[config.mk]
export PLATFORM = sky130hd
export DESIGN_NAME = apb_req_queue_flat
export DESIGN_NICKNAME = d
export VERILOG_FILES = /design/src/rtl/apb_req_queue_if.sv /design/src/rtl/apb_req_queue.sv /design/src/flat_wrapper.sv
export SDC_FILE = /design/constraint.sdc
export NUM_CORES = 1
export LEC_CHECK = 0
export BUFFER_PORTS_ARGS = -buffer_cell sky130_fd_sc_hd__buf_2
export CORE_UTILIZATION = 49
export CTS_CLUSTER_DIAMETER = 80
export DETAILED_ROUTE_END_ITERATION = 8
export GPL_ROUTABILITY_DRIVEN = 0
export MAX_ROUTING_LAYER = met4
export PLACE_DENSITY = 0.75
export REMOVE_ABC_BUFFERS = 1
export SLEW_MARGIN = 15
export SYNTH_ARGS = -nofsm -noshare
export SYNTH_HDL_FRONTEND = slang
export SYNTH_SLANG_ARGS = --single-unit
export TNS_END_PERCENT = 5
[constraint.sdc]
create_clock -name pclk -period 2.5 [get_ports pclk]
set_clock_uncertainty 0.15 [all_clocks]
set_input_delay 0 -clock pclk [delete_from_list [all_inputs] [get_ports pclk]]
set_output_delay 0 -clock pclk [all_outputs]
set_load 0.005 [all_outputs]
[src/rtl/apb_req_queue_if.sv]
// Command, APB-side and response signals of the APB request queue.
// The slave modport is the queue itself; master is whoever drives it.
interface apb_req_queue_if;
  logic       cmd_valid;
  logic       cmd_ready;
  logic       cmd_write;
  logic [7:0] cmd_addr;
  logic [7:0] cmd_wdata;
  logic       transfer;
  logic       read_write;
  logic [7:0] apb_write_paddr;
  logic [7:0] apb_write_data;
  logic [7:0] apb_read_paddr;
  logic       pready;
  logic [7:0] prdata;
  logic       rsp_valid;
  logic [7:0] rsp_addr;
  logic [7:0] rsp_data;
  logic       busy;
  logic [7:0] done_cnt;

  modport slave (
    input  cmd_valid, cmd_write, cmd_addr, cmd_wdata,
    input  pready, prdata,
    output cmd_ready, transfer, read_write,
    output apb_write_paddr, apb_write_data, apb_read_paddr,
    output rsp_valid, rsp_addr, rsp_data, busy, done_cnt
  );

  modport master (
    output cmd_valid, cmd_write, cmd_addr, cmd_wdata,
    output pready, prdata,
    input  cmd_ready, transfer, read_write,
    input  apb_write_paddr, apb_write_data, apb_read_paddr,
    input  rsp_valid, rsp_addr, rsp_data, busy, done_cnt
  );
endinterface

[src/rtl/apb_req_queue.sv]
// Command FIFO feeding an APB master, with a phase tracker that
// mirrors the master and returns read data as one-cycle responses.
module apb_req_queue #(
  parameter int DEPTH = 4
) (
  input logic            pclk,
  input logic            preset_n,
  apb_req_queue_if.slave bus
);
  localparam int AW = (DEPTH > 2) ? $clog2(DEPTH) : 1;
  localparam int CW = AW + 1;

  localparam logic [1:0] P_IDLE   = 2'd0;
  localparam logic [1:0] P_SETUP  = 2'd1;
  localparam logic [1:0] P_ACCESS = 2'd2;

  logic          mem_w [DEPTH];
  logic [7:0]    mem_a [DEPTH];
  logic [7:0]    mem_d [DEPTH];

  logic [AW-1:0] wr_ptr;
  logic [AW-1:0] rd_ptr;
  logic [CW-1:0] count;
  logic [1:0]    phase;
  logic [1:0]    phase_nxt;
  logic          rsp_valid;
  logic [7:0]    rsp_addr;
  logic [7:0]    rsp_data;
  logic [7:0]    done_cnt;

  logic          full;
  logic          has_head;
  logic          push;
  logic          done;
  logic          head_w;
  logic [7:0]    head_a;
  logic [7:0]    head_d;
  logic          xfer;

  assign full     = (count == CW'(DEPTH));
  assign has_head = (count != '0);
  assign push     = bus.cmd_valid && !full;
  assign done     = (phase == P_ACCESS) && bus.pready;

  assign head_w = mem_w[rd_ptr];
  assign head_a = mem_a[rd_ptr];
  assign head_d = mem_d[rd_ptr];

  always_comb begin
    xfer      = 1'b0;
    phase_nxt = phase;
    unique case (1'b1)
      (phase == P_IDLE): begin
        xfer = has_head;
        if (has_head) phase_nxt = P_SETUP;
      end
      (phase == P_SETUP): begin
        xfer      = 1'b1;
        phase_nxt = P_ACCESS;
      end
      (phase == P_ACCESS): begin
        xfer = 1'b1;
        // Pre-push count decides reissue; a new push waits in P_IDLE.
        if (done) begin
          xfer      = (count >= CW'(2));
          phase_nxt = xfer ? P_SETUP : P_IDLE;
        end
      end
      default: phase_nxt = P_IDLE;
    endcase
  end

  always_ff @(posedge pclk) begin
    if (push) begin
      mem_w[wr_ptr] <= bus.cmd_write;
      mem_a[wr_ptr] <= bus.cmd_addr;
      mem_d[wr_ptr] <= bus.cmd_wdata;
    end
  end

  always_ff @(posedge pclk) begin
    if (!preset_n) begin
      wr_ptr    <= '0;
      rd_ptr    <= '0;
      count     <= '0;
      phase     <= P_IDLE;
      rsp_valid <= 1'b0;
      rsp_addr  <= '0;
      rsp_data  <= '0;
      done_cnt  <= '0;
    end else begin
      phase     <= phase_nxt;
      rsp_valid <= 1'b0;
      if (push) wr_ptr <= wr_ptr + 1'b1;
      if (done) begin
        rd_ptr   <= rd_ptr + 1'b1;
        done_cnt <= done_cnt + 8'd1;
        if (!head_w) begin
          rsp_valid <= 1'b1;
          rsp_addr  <= head_a;
          rsp_data  <= bus.prdata;
        end
      end
      if (push && !done) count <= count + 1'b1;
      else if (!push && done) count <= count - 1'b1;
    end
  end

  assign bus.cmd_ready       = !full;
  assign bus.transfer        = xfer;
  assign bus.read_write      = has_head && head_w;
  assign bus.apb_write_paddr = (has_head && head_w) ? head_a : 8'd0;
  assign bus.apb_write_data  = (has_head && head_w) ? head_d : 8'd0;
  assign bus.apb_read_paddr  = (has_head && !head_w) ? head_a : 8'd0;
  assign bus.rsp_valid       = rsp_valid;
  assign bus.rsp_addr        = rsp_addr;
  assign bus.rsp_data        = rsp_data;
  assign bus.busy            = has_head || (phase != P_IDLE);
  assign bus.done_cnt        = done_cnt;
endmodule

[src/flat_wrapper.sv]
// flat-port wrapper written by rule: the top's interface ports become plain ports
module apb_req_queue_flat 
#(
  parameter int DEPTH = 4
)
  (pclk, preset_n, bus_cmd_valid, bus_cmd_write, bus_cmd_addr, bus_cmd_wdata, bus_pready, bus_prdata, bus_cmd_ready, bus_transfer, bus_read_write, bus_apb_write_paddr, bus_apb_write_data, bus_apb_read_paddr, bus_rsp_valid, bus_rsp_addr, bus_rsp_data, bus_busy, bus_done_cnt);
  apb_req_queue_if bus_i ();
  input logic pclk;
  input logic preset_n;
  input wire logic [$bits(bus_i.cmd_valid)-1:0] bus_cmd_valid;
  input wire logic [$bits(bus_i.cmd_write)-1:0] bus_cmd_write;
  input wire logic [$bits(bus_i.cmd_addr)-1:0] bus_cmd_addr;
  input wire logic [$bits(bus_i.cmd_wdata)-1:0] bus_cmd_wdata;
  input wire logic [$bits(bus_i.pready)-1:0] bus_pready;
  input wire logic [$bits(bus_i.prdata)-1:0] bus_prdata;
  output wire logic [$bits(bus_i.cmd_ready)-1:0] bus_cmd_ready;
  output wire logic [$bits(bus_i.transfer)-1:0] bus_transfer;
  output wire logic [$bits(bus_i.read_write)-1:0] bus_read_write;
  output wire logic [$bits(bus_i.apb_write_paddr)-1:0] bus_apb_write_paddr;
  output wire logic [$bits(bus_i.apb_write_data)-1:0] bus_apb_write_data;
  output wire logic [$bits(bus_i.apb_read_paddr)-1:0] bus_apb_read_paddr;
  output wire logic [$bits(bus_i.rsp_valid)-1:0] bus_rsp_valid;
  output wire logic [$bits(bus_i.rsp_addr)-1:0] bus_rsp_addr;
  output wire logic [$bits(bus_i.rsp_data)-1:0] bus_rsp_data;
  output wire logic [$bits(bus_i.busy)-1:0] bus_busy;
  output wire logic [$bits(bus_i.done_cnt)-1:0] bus_done_cnt;
  assign bus_i.cmd_valid = bus_cmd_valid;
  assign bus_i.cmd_write = bus_cmd_write;
  assign bus_i.cmd_addr = bus_cmd_addr;
  assign bus_i.cmd_wdata = bus_cmd_wdata;
  assign bus_i.pready = bus_pready;
  assign bus_i.prdata = bus_prdata;
  assign bus_cmd_ready = bus_i.cmd_ready;
  assign bus_transfer = bus_i.transfer;
  assign bus_read_write = bus_i.read_write;
  assign bus_apb_write_paddr = bus_i.apb_write_paddr;
  assign bus_apb_write_data = bus_i.apb_write_data;
  assign bus_apb_read_paddr = bus_i.apb_read_paddr;
  assign bus_rsp_valid = bus_i.rsp_valid;
  assign bus_rsp_addr = bus_i.rsp_addr;
  assign bus_rsp_data = bus_i.rsp_data;
  assign bus_busy = bus_i.busy;
  assign bus_done_cnt = bus_i.done_cnt;
  apb_req_queue #(.DEPTH(DEPTH)) u_core (.pclk(pclk), .preset_n(preset_n), .bus(bus_i));
endmodule
==> summary.md <==
| Metric | Value |
|---|---|
| # rows | 33 |
| Post-synth cell types | 31 |
| Highest cell delay on the worst timing path | ~0.70 ns |
| Worst-path cell chain | buf_4, mux4_1, and3_1, buf_2 |
| N_diodes | 0 |
| Worst endpoint required time | approximately 2.4 ns |
| Post-layout min period | 2.39 ns |
| Global-route wire length before repair | ~13 mm |
| Later-pin clock latency in the skew report | roughly 0.36 ns |
| # port buffers | 81 |
| Worst slew pin tran | 0.558 ns |
| Max FO, Critical Path | 16 |
| Avg Vias per Cell | ~5.4 |
| Fin. max-slew vios | 0 |
| Maximum VDD drop | roughly 0.00053 V |
| Die height | roughly 95 um |
| Final hold vios | 0 |
| Residual DRC | 0 |
| Register area share after synthesis | ~65% |
| Final period util | a little over nine tenths |
| Antenna Nets Post-Route | 0 |
| Clock buffer count from CTS | 9 |
| Critical Path Sink Type | primary output |
| WHS Path Cells | 2 |
| Final Power | between 4 and 5 mW |
| Initial antenna violation count | 0 |
| Bufs on Longest Clock Path | 2 |
| Total Routing Usage GR | 20.1% |
| Status | finished, final reports clean |
| Post-synthesis cell area | around 0.0043 mm2 |
| 1st-iter DRT viols | 109 |
| Seq cells post-synth | roughly 100 |
| Clk pin slew, worst setup/hold paths | ~0.11 ns |
| Area of the core | between 0.008 and 0.009 mm2 |
| Die span in x | about 95 um |
| Number of global-route vias before repair | approximately 2700 |
| Worst slew margin | between 60% and 70% |
| Clk sinks | 104 |
| Layout cells sized above 1 | around 28% |
| Worst min path class | in -> reg |
| Top Ports | 82 |
| DR pass1 iterations | 4 |
| NumNets Final | 460 |
| R2R depth | 8 |
| Worst path slowest cell | mux4_1 |
| Initial core utilization | 51.2% |
| DR WL/cell | 16.6 um |
| Vias post-DR | 2901 |
| Final setup violation count | 0 |
| Yosys warns | 0 |
| H-tree Lvls | 3 |
| Gr ovfl total | 0 |
| Fmax | between 400 and 500 MHz |
| Area Growth Syn to Fin | 25.8% |
| RSZ-0062 raised after global routing | false |
| Pwr Density | around 800 mW/mm2 |
| Cell count after synthesis | slightly above 300 |
| Max-cap violations | 0 |
| Die ar. | around 0.009 mm2 |
| Fillers | around 600 |
| Largest net degree at the start of global routing | 43 |
| # resized after CTS | 0 |
| WL final | just under 9 mm |
| Startpoint Class | register |
| Clock root buffer | clkbuf_8 |
| Static Leak | 2.14 nW |
| CTS tree | built |
| Crit path kind | reg -> out |
| Mean Syn Cell Area | about 14 um2 |
| HPWL after DPL | 5.31 mm |
| Final Instance Area | roughly 0.0054 mm2 |
| Arrival @ worst endpoint | 2.24 ns |
| Placed cell areas | between 0.004 and 0.005 mm2 |
report_power, final:
part | internal, mW | switching [mW]
registers | 2.01 | 0.0967
clock network | 0.491 | 0.603
logic | 0.514 | 0.574
total | 3.01 | 1.27
timing repair:
| action | in CTS | in global routing |
|---|---|---|
| endpoints found under the setup margin | 0 | 6 |
| buffers inserted | 0 | 0 |
| hold buffers | 29 | 0 |
| endpoints found under the hold margin | 83 | 0 |
cells by family after synthesis:
kind of cell	share of synthesized area, %
compound gates	6.06
buf+inv	3.65
flops	65.0
xor+xnor	1.03
mux	10.4
fa+ha+maj	2.24
simple gates	11.7
state kept, by name, indices dropped and copies added (netlist names), 3 cells and up, named ones only:
signal	flops
u_core.count	3
u_core.mem_a	32
u_core.mem_w	4
u_core.bus.rsp_addr	8
u_core.bus.rsp_data	8
u_core.bus.done_cnt	8
u_core.mem_d	32
layout make-up:
cell class / count / area (um2) / area share [%]
sequential: 104 / 2760 / 51.6
multi-input combinational: 169 / 1390 / 25.9
timing repair buffer: 122 / 786 / 14.7
tap: 105 / 131 / 2.46
clock buffer: 9 / 124 / 2.32
clock inverter: 7 / 92.6 / 1.73
inverter: 18 / 67.6 / 1.26
critical path: cells and delay by family (launching register included):
family	cells	cell delay, ns
flops	1	0.47
mux	1	0.70
simple gates	1	0.22
buf+inv	2	0.48
cells in the mapped netlist, drive strengths merged:
cell    number  area share, %
and3b        1           0.21
or3         13            1.9
dfxtp       36             17
nor2        10           0.88
nand4        2           0.29
nand3        4           0.47
ha           6            1.8
and2         9            1.3
xnor2        3           0.62
fa           1           0.47
mux4        17            9.4
and3        20            2.9
o21a         1           0.18
or4          2           0.35
o31ai        2           0.35
nand2b       2           0.29
xor2         2           0.41
nand4b       1           0.21
nor3         4           0.47
a21oi       24            2.8
nand3b       8            1.4
mux2i        4           0.94
edfxtp      68             48
buf          3           0.65
nand2        6           0.53
clkbuf      16            1.4
nor3b        2           0.35
o21ai       23            2.7
inv         18            1.6
worst paths after layout:
kind,start,end,slack (ns)
worst max register to register,u_core.phase[0],u_core.count[2],0.33
worst max-delay path,register,bus_apb_write_paddr[7],0.11
worst min-delay path,bus_cmd_wdata[0],u_core.mem_d[1][0],0.23
worst min register to register,u_core.bus.rsp_data[5],u_core.bus.rsp_data[5],0.33
metrics by stage:
| stage | setup slack [ns] | hold WS (ns) | TNS [ns] | cells | util, % |
|---|---|---|---|---|---|
| 2_1_floorplan | -0.0937 | -0.0511 | -0.0937 | 289 | - |
| 3_3_place_gp | 0.451 | 0.0588 | 0 | 487 | 57.7 |
| 3_5_place_dp | 0.381 | 0.0660 | 0 | 487 | 57.7 |
| 4_1_cts | 0.0712 | 0.207 | 0 | 532 | 63.8 |
| 5_1_grt | 0.00911 | 0.208 | 0 | 534 | 64.5 |
| 6_report | 0.115 | 0.230 | 0 | 534 | 64.5 |
layer usage:
| metal | track usage, % | part of all wire (%) | wire length, um |
|---|---|---|---|
| met5 | - | 0 | 0 |
| met2 | 33.8 | 49 | 4350 |
| met3 | 5.02 | 6.5 | 574 |
| met1 | 23.8 | 43 | 3830 |
| met4 | 6.44 | 1.3 | 114 |
placed cells by master, fill, tap and decap left out, types with 2 or more instances in the layout:
cell / n
nor3b_1: 2
xor2_1: 2
buf_2: 81
nor2_1: 10
or3_1: 13
mux4_2: 12
mux4_1: 7
o31ai_1: 2
inv_1: 18
nand3b_1: 8
mux2i_1: 4
nand2_1: 6
and3_1: 20
a21oi_1: 24
edfxtp_1: 68
nand4_1: 2
xnor2_1: 3
nand2b_1: 2
dlygate4sd3_1: 29
ha_1: 6
or4_1: 2
clkbuf_8: 9
inv_6: 3
dfxtp_1: 36
and2_1: 9
o21ai_0: 23
buf_4: 12
nor3_1: 4
nand3_1: 4
Note: power is estimated with default switching activity, not from simulation.
